==> src/rtl/sample_trigger_ctrl.sv <==
// ---------------------------------------------------------------------------
// sample_trigger_ctrl
//
// Upstream sampling controller for a per-channel sample shift buffer.
// Synchronises the raw channel inputs, divides the clock into a sample
// strobe and runs a pre-fill / armed / post-trigger sequence so that the
// downstream buffer (DEPTH samples per channel) ends up holding a
// trigger-centred capture window.
//
// Optional feature macro: PATTERN_TRIGGER_EN
//   When defined, adds trig_mode / pattern / mask for a masked pattern
//   trigger alongside the edge trigger. When undefined, edge trigger only.
//
// Ports:
//   clk          in   clock
//   reset        in   synchronous, active-high
//   sample_in    in   raw asynchronous channel inputs [NUM_CHANNELS]
//   arm          in   single-cycle start/restart pulse
//   trig_sel     in   edge-trigger channel index (>= NUM_CHANNELS -> ch 0)
//   trig_edge    in   1 = rising, 0 = falling
//   div          in   strobe period minus one, in clk cycles
//   post_count   in   samples kept after the trigger (clamped to DEPTH-1)
//   trig_mode    in   (PATTERN_TRIGGER_EN) 1 = pattern trigger, 0 = edge
//   pattern      in   (PATTERN_TRIGGER_EN) trigger pattern
//   mask         in   (PATTERN_TRIGGER_EN) pattern compare mask
//   sample_en    out  one-cycle shift strobe to the buffer
//   sample_out   out  synchronised sample, valid while sample_en is high
//   triggered    out  trigger has fired in the current capture
//   capture_done out  buffer contents are final
//   busy         out  capture in progress (PRE, ARMED, POST)
// ---------------------------------------------------------------------------
module sample_trigger_ctrl #(
    parameter int NUM_CHANNELS = 7,
    parameter int DEPTH        = 10,
    parameter int DIV_WIDTH    = 8,
    parameter int CNT_WIDTH    = $clog2(DEPTH)
) (
    input  logic                    clk,
    input  logic                    reset,
    input  logic [NUM_CHANNELS-1:0] sample_in,
    input  logic                    arm,
    input  logic [2:0]              trig_sel,
    input  logic                    trig_edge,
    input  logic [DIV_WIDTH-1:0]    div,
    input  logic [CNT_WIDTH-1:0]    post_count,
`ifdef PATTERN_TRIGGER_EN
    input  logic                    trig_mode,
    input  logic [NUM_CHANNELS-1:0] pattern,
    input  logic [NUM_CHANNELS-1:0] mask,
`endif
    output logic                    sample_en,
    output logic [NUM_CHANNELS-1:0] sample_out,
    output logic                    triggered,
    output logic                    capture_done,
    output logic                    busy
);

    typedef enum logic [2:0] {
        S_IDLE  = 3'd0,
        S_PRE   = 3'd1,
        S_ARMED = 3'd2,
        S_POST  = 3'd3,
        S_DONE  = 3'd4
    } state_t;

    localparam logic [CNT_WIDTH-1:0] DEPTH_M1 = CNT_WIDTH'(DEPTH - 1);

    // Saturate the post-trigger count so pre + trigger + post never exceeds DEPTH.
    function automatic logic [CNT_WIDTH-1:0] clamp_post(input logic [CNT_WIDTH-1:0] n);
        if (n > DEPTH_M1) begin
            return DEPTH_M1;
        end
        return n;
    endfunction

    // Out-of-range channel indices fall back to channel 0.
    function automatic logic [2:0] resolve_sel(input logic [2:0] s);
        if (int'(s) >= NUM_CHANNELS) begin
            return 3'd0;
        end
        return s;
    endfunction

    logic [NUM_CHANNELS-1:0] sync1_q, sync2_q;
    logic [NUM_CHANNELS-1:0] prev_q;
    logic [NUM_CHANNELS-1:0] sample_out_q;
    logic                    sample_en_q;
    logic                    triggered_q;

    state_t                  state_q, state_d;
    logic [DIV_WIDTH-1:0]    presc_q, presc_d;
    logic [CNT_WIDTH-1:0]    smp_cnt_q, smp_cnt_d;

    // Capture configuration, frozen at arm.
    logic [DIV_WIDTH-1:0]    div_q;
    logic [CNT_WIDTH-1:0]    post_q;
    logic [CNT_WIDTH-1:0]    pre_q;
    logic [2:0]              sel_q;
    logic                    edge_q;
`ifdef PATTERN_TRIGGER_EN
    logic                    mode_q;
    logic [NUM_CHANNELS-1:0] pattern_q;
    logic [NUM_CHANNELS-1:0] mask_q;
`endif

    logic [CNT_WIDTH-1:0]    post_clamped;
    logic                    busy_w;
    logic                    strobe;
    logic                    cur_bit, prev_bit;
    logic                    edge_hit;
    logic                    trig_hit;
    logic                    armed_eval;
    logic                    trig_set;

    assign post_clamped = clamp_post(post_count);

    // Two-flop synchroniser, free running.
    always_ff @(posedge clk) begin
        sync1_q <= sample_in;
        sync2_q <= sync1_q;
    end

    assign busy_w = (state_q == S_PRE) || (state_q == S_ARMED) || (state_q == S_POST);
    assign strobe = busy_w && (presc_q == div_q);

    assign cur_bit  = sync2_q[sel_q];
    assign prev_bit = prev_q[sel_q];
    assign edge_hit = edge_q ? (!prev_bit && cur_bit) : (prev_bit && !cur_bit);

`ifdef PATTERN_TRIGGER_EN
    assign trig_hit = mode_q ? ((sync2_q & mask_q) == (pattern_q & mask_q)) : edge_hit;
`else
    assign trig_hit = edge_hit;
`endif

    // With zero pre-fill samples the very first strobe is already a trigger candidate.
    assign armed_eval = (state_q == S_ARMED) || ((state_q == S_PRE) && (pre_q == '0));

    always_comb begin
        state_d   = state_q;
        presc_d   = presc_q;
        smp_cnt_d = smp_cnt_q;
        trig_set  = 1'b0;
        if (arm) begin
            state_d   = S_PRE;
            presc_d   = '0;
            smp_cnt_d = '0;
        end else begin
            if (busy_w) begin
                presc_d = strobe ? '0 : presc_q + DIV_WIDTH'(1);
            end
            if (strobe) begin
                if (armed_eval) begin
                    if (trig_hit) begin
                        trig_set  = 1'b1;
                        smp_cnt_d = '0;
                        state_d   = (post_q == '0) ? S_DONE : S_POST;
                    end else begin
                        state_d = S_ARMED;
                    end
                end else begin
                    case (state_q)
                        S_PRE: begin
                            if (smp_cnt_q == pre_q - CNT_WIDTH'(1)) begin
                                state_d   = S_ARMED;
                                smp_cnt_d = '0;
                            end else begin
                                smp_cnt_d = smp_cnt_q + CNT_WIDTH'(1);
                            end
                        end
                        S_POST: begin
                            if (smp_cnt_q == post_q - CNT_WIDTH'(1)) begin
                                state_d = S_DONE;
                            end else begin
                                smp_cnt_d = smp_cnt_q + CNT_WIDTH'(1);
                            end
                        end
                        default: ;
                    endcase
                end
            end
        end
    end

    always_ff @(posedge clk) begin
        if (reset) begin
            state_q      <= S_IDLE;
            presc_q      <= '0;
            smp_cnt_q    <= '0;
            sample_en_q  <= 1'b0;
            sample_out_q <= '0;
            triggered_q  <= 1'b0;
            div_q        <= '0;
            post_q       <= '0;
            pre_q        <= '0;
            sel_q        <= '0;
            edge_q       <= 1'b0;
`ifdef PATTERN_TRIGGER_EN
            mode_q       <= 1'b0;
            pattern_q    <= '0;
            mask_q       <= '0;
`endif
        end else begin
            state_q     <= state_d;
            presc_q     <= presc_d;
            smp_cnt_q   <= smp_cnt_d;
            // An arm in a strobe cycle swallows that strobe.
            sample_en_q <= strobe && !arm;
            if (arm) begin
                triggered_q <= 1'b0;
                div_q       <= div;
                post_q      <= post_clamped;
                pre_q       <= DEPTH_M1 - post_clamped;
                sel_q       <= resolve_sel(trig_sel);
                edge_q      <= trig_edge;
`ifdef PATTERN_TRIGGER_EN
                mode_q      <= trig_mode;
                pattern_q   <= pattern;
                mask_q      <= mask;
`endif
            end else begin
                if (strobe) begin
                    sample_out_q <= sync2_q;
                end
                if (trig_set) begin
                    triggered_q <= 1'b1;
                end
            end
        end
    end

    // Edge-detect history; seeded at arm so a level already present never fires.
    always_ff @(posedge clk) begin
        if (arm || strobe) begin
            prev_q <= sync2_q;
        end
    end

    assign sample_en    = sample_en_q;
    assign sample_out   = sample_out_q;
    assign triggered    = triggered_q;
    assign capture_done = (state_q == S_DONE);
    assign busy         = busy_w;

endmodule
==> config.mk <==
export PLATFORM = sky130hd
export DESIGN_NAME = sample_trigger_ctrl
export DESIGN_NICKNAME = d
export VERILOG_FILES = /design/src/rtl/sample_trigger_ctrl.sv
export SDC_FILE = /design/constraint.sdc
export NUM_CORES = 1
export LEC_CHECK = 0
export CAP_MARGIN = 15
export CORE_ASPECT_RATIO = 0.7
export CORE_MARGIN = 2
export CORE_UTILIZATION = 30
export CTS_CLUSTER_DIAMETER = 200
export CTS_CLUSTER_SIZE = 16
export DETAILED_ROUTE_END_ITERATION = 8
export PLACE_DENSITY_LB_ADDON = 0.3
export SLEW_MARGIN = 20
export SYNTH_ARGS = -nofsm -noshare
export SYNTH_HDL_FRONTEND = slang
export SYNTH_SLANG_ARGS = --single-unit
==> constraint.sdc <==
create_clock -name clk -period 3.5 [get_ports clk]
set_input_delay 0.7 -clock clk [delete_from_list [all_inputs] [get_ports clk]]
set_output_delay 0.7 -clock clk [all_outputs]
set_load 0.02 [all_outputs]
; ---- Yosys cells after proc, flatten, opt, wreduce, memory -nomap -nowiden
; Index checks and enable logic that the tools add are counted.
[word_totals]
output_inout_bits = 11
elab_cells = 90
in_bits = 26
regBits = 65
[classes]
n_eq_ne = 13
magnitude_cmp = 3
n_mux = 31
reduce_logical = 22
add_sub_neg = 5
n_bitwise = 1
[op_table]
columns = operator, n
row1 = 4-bit 2-to-1 mux, 6
row2 = 3-bit 2-to-1 mux, 7
row3 = 1-bit 2-to-1 mux, 13
row4 = 4-bit AND reduction, 3
row5 = "8-bit by 1-bit adder with 8-bit output, second input constant", 1
row6 = 4-bit == test, 2
row7 = 8-bit == test, 1
row8 = 4-bit logical NOT, 2
row9 = 8-bit 2-to-1 mux, 1
row10 = "4-bit by 3-bit inequality test with 1-bit output, second input constant", 2
row11 = 4-bit one-hot mux with 2 select lines, 1
row12 = "4-bit by 1-bit subtractor with 4-bit output, second input constant", 2
row13 = 1-bit binary-select mux with 3-bit select, 2
row14 = "3-bit by 2-bit == test with 1-bit output, second input constant", 2
row15 = "3-bit by 2-bit inequality test with 1-bit output, second input constant", 2
row16 = 3-bit one-hot mux with 2 select lines, 1
row17 = 1-bit logical AND, 5
row18 = "4-bit by 1-bit adder with 4-bit output, second input constant", 1
row19 = "4-bit > comparator, second input constant", 1
row20 = 1-bit logical OR, 4
row21 = "3-bit by 4-bit less-than comparator with 1-bit output, second input constant", 1
row22 = 4-bit nonzero test, 1
row23 = "4-bit subtractor, first input constant", 1
row24 = "3-bit by 1-bit == test with 1-bit output, second input constant", 1
row25 = other kinds (10), 12

; ---- Longest topological paths before layout
; Gate-level depths: netlist of run 1.
[logic_depth]
word_depth = 9
depth_mapped = 8
ltp_nobuf = 8

; ---- Least setup slack after synthesis of run 1
; Ideal clock, no wire load.
[synth_path]
path_kind = input to register
startpoint = input arm
endpoint = register prev_q[0] (enable)
required_time_ns = 3.178
cell_stages = 3
slack_ns = 1.639
t_arrival_ns = 1.538
n_path_buf = 2
setup_ns = 0.322
path_cell_list = clkbuf_1 > clkbuf_1 > or2b_1
[synth_between]
elab_chain_cells = 1
[synth_rtl]
columns = element, line
row1 = from (decl), 41  ; input logic arm,
row2 = 1-bit logical OR, 234  ; if (arm || strobe) begin
row3 = to (signal assigned), 235  ; prev_q <= sync2_q;
row4 = to (decl), 85  ; logic [NUM_CHANNELS-1:0] prev_q;
; Every way passes these cells.
; A chain may end at the register's enable or synchronous reset.

; ---- Worst setup path after layout of run 1
[layout_path]
startpoint = register state_q[1]
endpoint = output busy
[layout_between]
elab_chain_cells = 3
elab_cells_between_ends = 5
cone_classes = eq/ne (3) / reduce/logical (2)
[layout_rtl]
columns = element, line
row1 = from (decl), 90  ; state_t state_q, state_d;
row2 = from (signal assigned), 204  ; state_q <= state_d;
row3 = 3-bit by 1-bit == test with 1-bit output / 3-bit by 2-bit == test with 1-bit output (equally long branches), 123  ; assign busy_w = (state_q == S_PRE) || (state_q == S_ARMED) || (state_q == S_POST);
row4 = 1-bit logical OR, 123
row5 = 1-bit logical OR (*), 123
row6 = to (decl), 55  ; output logic busy
; Every way passes the cells marked *; elsewhere a longest branch is shown, timed or not.

==> metrics.txt, run 1 <==
floorplan row count=29; slack of the worst reg-to-reg path=1.38 ns; vertical die dimension=84.7 um; number of buffers inserted by port buffering=36; vias post-DR=slightly above 2000; Critical Path Slowest Stage Cell=sky130_fd_sc_hd__clkdlybuf4s50_1; total core area=0.00907 mm^2; share of synthesized flip-flops with an asynchronous set or reset=0%; WP data required=2.80 ns; fraction of layout cells with a size suffix above 1=9.40%; largest net degree at the start of global routing=28; number of antenna violations at the first check in global routing=0; Sum Neg Setup Slack=0 ns; post-synthesis sequential area ratio=48.4%; kind of start point of the critical path=flop; power density over the cells=538 mW/mm^2; max-capacitance violation count=0; post-detailed-route count of antenna-violating nets=0; GRT Overall Usage=about 12%; share of the cycle needed by the critical path after routing=70.0%; startpoint of the most critical register-to-register path=post_q[1]; global-route wire length before repair=9600 um; combinational family with the most area after synthesis=simple AND/OR/NAND/NOR gates; number of sinks handled by clock tree synthesis=64; post-DR wirelength/cell=12.8 um; kind of path behind the tightest hold check=reg -> reg; Min Clock Period, post-route=2.45 ns; Post-Synthesis Net Count=304; hold violation count in the final report=0; Final HPWL DP=4260 um; number of iterations in the first detailed-routing pass=4; number of distinct standard cells referenced by the synthesized netlist=48; adder and majority gate portion of the synthesized area=2.24%; outcome=finished, final reports clean; kind of critical path=reg -> out; CTS root buf=sky130_fd_sc_hd__clkbuf_16; number of antenna repair diodes=0; final total power=0.00194 W; max-slew violation total from the final report=0; grt total ovfl=0; post-cts resize count=0; Hold Buf Count CTS=0; buffers inserted during post-CTS setup optimization=0; buffer depth of the longest clock path=2; CP peak stage delay=0.64 ns; unrepaired setup endpoints after global routing=no; fin nets=345; start point of the worst hold path=sync1_q[5]; starting density of the core=30.8%; #FFs+latches synth=between 60 and 70; area share of and/or/nand/nor cells after synthesis=19.1%; largest fanout on the critical path=8; ys flop type=sky130_fd_sc_hd__dfxtp_1; worst rel slew slack=69.8%; Max VDD drop=0.000241 V; area fraction in compound gates after synthesis=9.36%; Syn Inst Count=273; total standard cell area after synthesis=0.00279 mm^2; vias per std cell=about 4.6; Max Clk Rate=408 MHz; endpoint class of the critical path=output pin; worst hold path cell count=0; number of global-route vias before repair=roughly 2000; I/O pins=37; xor/xnor cell area share of the yosys netlist=8.92%; H-Tree Level Count=3; area occupied by multi-input gates=between 0.001 and 0.0015 mm^2; clock tree from TritonCTS=done; Placed Instance Area=0.00329 mm^2; die width=119 um; ordered cell list for the critical path=o21bai_2 > inv_1 > clkdlybuf4s50_1; post-synthesis mux area share=under 10%; P&R area growth vs syn=29.0%; fill count=907; GPL Wtd Cong=around 0.8; source-to-sink clock delay at the later pin of the worst-skew pair=0.33 ns; Crit Reg-Reg Endpoint=smp_cnt_q[0]; clock input transition at the sequential cells of the worst setup and hold paths=0.06 ns; number of enable-type register cells in the synthesized netlist=7; DRC=0; mean instance size in the synthesized netlist=just over 10 um^2; sum of routed wire length over all layers=5690 um; slew of the pin with the lowest slew margin=0.453 ns; Total Die Area=0.0101 mm^2; terminating pin of the worst hold path=sync2_q[5]; sequential cell area=0.00135 mm^2; total CTS buffers=9; synth warn=0; final clock skew=about 0.0052 ns; final number of setup-violating endpoints=0; DR iter-0 viols=about 150; Arrival @ worst endpoint=about 1.8 ns; post-route standard cell area excluding fillers=0.00360 mm^2; crit path from=state_q[1]; static leakage=1.43 nW; R2R cell count=8
==> critical path: cells and delay by family, from the launching register on <==
family / cells / cell delay (ns)
DFF: 1 / 0.45
buffers and inverters: 2 / 0.82
AOI/OAI and AO/OA: 1 / 0.15
==> cell type report <==
cell class | count | area share, %
multi-input cells | 193 | 38.1
clock buffers | 11 | 7.02
well taps | 124 | 4.31
flip-flops and latches | 64 | 37.5
clock inverters | 5 | 1.70
inverters | 7 | 0.729
repair buffers | 39 | 10.6
==> report_power, final <==
| part | total, W | switching (W) | internal, W |
|---|---|---|---|
| combinational | 0.000209 | 0.000104 | 0.000105 |
| clock | 0.000919 | 0.000325 | 0.000595 |
| sequential | 0.000809 | 0.0000297 | 0.000779 |
| total | 0.00194 | 0.000458 | 0.00148 |
==> registers in the layout (all words and copies together), names as in the netlist <==
register / flops
sel_q: 3
sync1_q: 7
pre_q: 3
presc_q: 8
prev_q: 7
state_q: 3
div_q: 8
triggered: 1
sample_en: 1
sync2_q: 7
smp_cnt_q: 4
sample_out: 7
post_q: 4
edge_q: 1
==> through the flow <==
stage / utilization [%] / cells / hold slack [ns] / setup WS [ns]
5_1_grt: 39.7 / 443 / 0.333 / 0.937
6_report: 39.7 / 443 / 0.319 / 1.05
3_5_place_dp: 36.2 / 427 / 0.313 / 1.16
2_1_floorplan: - / 273 / 0.310 / 1.64
4_1_cts: 39.7 / 443 / 0.319 / 1.03
3_3_place_gp: 36.2 / 427 / 0.310 / 1.21
==> worst max-delay path by stage <==
stage / end / slack (ns) / cells past startpoint
after CTS: busy / 1.03 / 3
after detailed placement: smp_cnt_q[3] / 1.16 / 7
final: busy / 1.05 / 3
after global routing: busy / 0.94 / 3
after global placement: smp_cnt_q[0] / 1.21 / 6
after floorplan: prev_q[0] / 1.64 / 3
==> cell usage in the layout (no fill, tap or decap), types with 3 or more instances in the layout <==
| master | count |
|---|---|
| sky130_fd_sc_hd__a21oi_1 | 13 |
| sky130_fd_sc_hd__a22o_1 | 3 |
| sky130_fd_sc_hd__buf_4 | 3 |
| sky130_fd_sc_hd__clkbuf_16 | 9 |
| sky130_fd_sc_hd__clkdlybuf4s50_1 | 36 |
| sky130_fd_sc_hd__dfxtp_1 | 57 |
| sky130_fd_sc_hd__edfxtp_1 | 7 |
| sky130_fd_sc_hd__ha_1 | 5 |
| sky130_fd_sc_hd__inv_1 | 7 |
| sky130_fd_sc_hd__mux2i_1 | 25 |
| sky130_fd_sc_hd__nand2_1 | 14 |
| sky130_fd_sc_hd__nand2b_1 | 10 |
| sky130_fd_sc_hd__nand3_1 | 8 |
| sky130_fd_sc_hd__nand3b_1 | 4 |
| sky130_fd_sc_hd__nand4_1 | 4 |
| sky130_fd_sc_hd__nor2_1 | 36 |
| sky130_fd_sc_hd__nor2b_1 | 3 |
| sky130_fd_sc_hd__nor3_1 | 8 |
| sky130_fd_sc_hd__o211a_1 | 3 |
| sky130_fd_sc_hd__o21ai_0 | 3 |
| sky130_fd_sc_hd__xnor2_1 | 8 |
| sky130_fd_sc_hd__xor2_1 | 15 |
==> layer usage <==
metal	vias to the layer above	GRT usage, %	part of all wire (%)
met4	0	3.53	0.97
met3	7	5.71	7.2
met5	-	0	0
li1	1037	-	-
met2	56	16.4	39
met1	927	17.5	53
==> synthesized netlist by cell type (3+ instances only) <==
cell type	n	area share, %
sky130_fd_sc_hd__a21oi_1	13	2.3
sky130_fd_sc_hd__a22o_1	3	0.94
sky130_fd_sc_hd__clkbuf_1	5	0.67
sky130_fd_sc_hd__dfxtp_1	57	41
sky130_fd_sc_hd__edfxtp_1	7	7.5
sky130_fd_sc_hd__ha_1	5	2.2
sky130_fd_sc_hd__inv_1	7	0.94
sky130_fd_sc_hd__mux2i_1	25	9.0
sky130_fd_sc_hd__nand2_1	14	1.9
sky130_fd_sc_hd__nand2b_1	10	2.2
sky130_fd_sc_hd__nand3_1	8	1.4
sky130_fd_sc_hd__nand3b_1	4	1.1
sky130_fd_sc_hd__nand4_1	4	0.90
sky130_fd_sc_hd__nor2_1	36	4.8
sky130_fd_sc_hd__nor2b_1	3	0.67
sky130_fd_sc_hd__nor3_1	8	1.4
sky130_fd_sc_hd__o211a_1	3	1.1
sky130_fd_sc_hd__o21ai_0	3	0.54
sky130_fd_sc_hd__xnor2_1	8	2.5
sky130_fd_sc_hd__xor2_1	15	4.7
==> logic make-up after synthesis <==
| group | after synthesis |
|---|---|
| compound gates | 34 |
| xor+xnor | 25 |
| fa+ha+maj | 5 |
| buf+inv | 16 |
| flops | 64 |
| mux | 26 |
| simple gates | 103 |
Note: power is estimated with default switching activity, not from simulation.
==> run 2: changes to the inputs <==
==> constraint.sdc (replaced) <==
create_clock -name clk -period 2.37 [get_ports clk]
set_input_delay 0.474 -clock clk [delete_from_list [all_inputs] [get_ports clk]]
set_output_delay 0.474 -clock clk [all_outputs]
set_load 0.02 [all_outputs]
==> run 2 against run 1 <==
  * Utilization increased by 0.57 points
  * Flip-flop and latch count did not move
  * Non-clock buffer count is 1 higher
  * Register-to-register slack worse by 1.1 ns
  * Largest power group unchanged
==> metrics.txt, run 2 (same netlist as run 1, synthesis figures left out) <==
outcome=finished, final reports clean; ordered cell list for the critical path=inv_1 > ha_1 > or3b_2 > o21ai_0 > nand2_1 > nor2_1 > a22o_1 > mux2_4; Critical Path Slowest Stage Cell=sky130_fd_sc_hd__or3b_2; Max VDD drop=0.000411 V; H-Tree Level Count=3; post-detailed-route count of antenna-violating nets=0; clock tree from TritonCTS=done; Crit Reg-Reg Endpoint=smp_cnt_q[0]; largest net degree at the start of global routing=28; start point of the worst hold path=sync1_q[5]; number of buffers inserted by port buffering=36; terminating pin of the worst hold path=sync2_q[5]; most common cell after layout, fill and taps aside=sky130_fd_sc_hd__dfxtp_1; vias per std cell=roughly 4.6; Sum Neg Setup Slack=0 ns; DR iter-0 viols=79; kind of critical path=reg -> reg; hold violation count in the final report=0; Arrival @ worst endpoint=about 2.4 ns; die width=119 um; grt total ovfl=0; final total power=0.00306 W; static leakage=1.47 nW; fraction of met1 tracks used by global routing=18.7%; kind of path behind the tightest hold check=reg -> reg; leading cell types in the layout, fill and taps excluded=57 x sky130_fd_sc_hd__dfxtp_1, 36 x sky130_fd_sc_hd__nor2_1, 35 x sky130_fd_sc_hd__clkdlybuf4s50_1, 25 x sky130_fd_sc_hd__mux2i_1, 15 x sky130_fd_sc_hd__xor2_1; fin nets=around 350; endpoint class of the critical path=flop; buffers inserted during post-CTS setup optimization=0; slew of the pin with the lowest slew margin=0.379 ns; Final HPWL DP=between 4000 and 5000 um; unrepaired setup endpoints after global routing=no; floorplan row count=29; GRT Overall Usage=13.4%; DRC=0; R2R cell count=8; WP data required=roughly 2.7 ns; number of sinks handled by clock tree synthesis=64; post-DR wirelength/cell=between 10 and 15 um; number of antenna violations at the first check in global routing=0; fraction of layout cells with a size suffix above 1=9.69%; starting density of the core=30.8%; source-to-sink clock delay at the later pin of the worst-skew pair=0.33 ns; final number of setup-violating endpoints=0; number of global-route vias before repair=2105; Max Clk Rate=477 MHz; Global Route met2 Usage=18.8%; power density over the cells=837 mW/mm^2; global-route met3 utilization=4.62%; total core area=0.00907 mm^2; vertical die dimension=between 80 and 90 um; P&R area growth vs syn=30.8%; GPL Wtd Cong=0.790; Total Die Area=around 0.010 mm^2; largest fanout on the critical path=4; biggest registers after layout=div_q (8), presc_q (8); I/O pins=37; slack of the worst reg-to-reg path=0.27 ns; vias post-DR=2023; CP peak stage delay=0.49 ns; sum of routed wire length over all layers=6050 um; worst hold path cell count=0; number of antenna repair diodes=0; kind of start point of the critical path=flop; max-capacitance violation count=0; max-slew violation total from the final report=0; startpoint of the most critical register-to-register path=post_q[1]; clock input transition at the sequential cells of the worst setup and hold paths=0.06 ns; buffer depth of the longest clock path=2; final clock skew=0.00363 ns; CTS root buf=sky130_fd_sc_hd__clkbuf_16; most heavily used metal layer in global routing=met2; total CTS buffers=9; number of iterations in the first detailed-routing pass=4; Min Clock Period, post-route=2.10 ns; global-route wire length before repair=10500 um; worst rel slew slack=74.7%; share of the cycle needed by the critical path after routing=between 80% and 90%
[run 2: layer usage]
metal,vias up,part of all wire (%)
met3,10,4.8
li1,1036,-
met5,-,0
met4,0,1.9
met1,937,53
met2,40,40
[run 2: area by class of cell]
cell class              count  area, um^2
flip-flops and latches     64        1350
well taps                 124         155
multi-input cells         193        1370
fillers                   898        5420
inverters                   7        26.3
repair buffers             40         393
clock buffers              10         239
clock inverters             6         116
[run 2: per-stage QoR]
stage               utilization, %  std cells  hold WS (ns)  setup slack [ns]  area [um^2]
global placement              36.3        428         0.311             0.316         3300
global route                  40.3        444         0.332           0.00464         3650
detailed placement            36.3        428         0.313             0.301         3300
CTS                           40.2        444         0.327            0.0991         3650
floorplan                        -        273         0.310             0.524         2790
finish                        40.3        444         0.324             0.275         3650
[run 2: timing repair]
action | 4_1_cts | 5_1_grt
setup endpoints to repair | 0 | 1
hold buffers | 0 | 0
resized for setup | 0 | 1
[run 2: worst max path at each step]
stage | startpoint | endpoint | slack [ns] | cells after the start
detailed placement | post_q[1] | smp_cnt_q[0] | 0.30 | 8
global placement | post_q[1] | smp_cnt_q[0] | 0.32 | 8
finish | post_q[1] | smp_cnt_q[0] | 0.27 | 8
floorplan | post_q[1] | smp_cnt_q[0] | 0.52 | 8
CTS | state_q[1] | busy | 0.1 | 3
global route | post_q[1] | smp_cnt_q[1] | 0.005 | 8
[run 2: power by group]
group	internal, W	total, W	switching [W]	leakage (nW)
Clock	0.00106	0.00155	0.000490	0.173
Combinational	0.000156	0.000315	0.000160	0.757
Sequential	0.00115	0.00119	0.0000428	0.538
[run 2: worst max-delay path, delay by kind of cell (launching register included)]
family | cells | cell delay, ns
AND/OR/NAND/NOR | 3 | 0.75
AO/OA/AOI/OAI | 2 | 0.52
flip-flops | 1 | 0.32
adder cells (fa/ha/maj) | 1 | 0.18
multiplexers | 1 | 0.16
buffers and inverters | 1 | 0.10
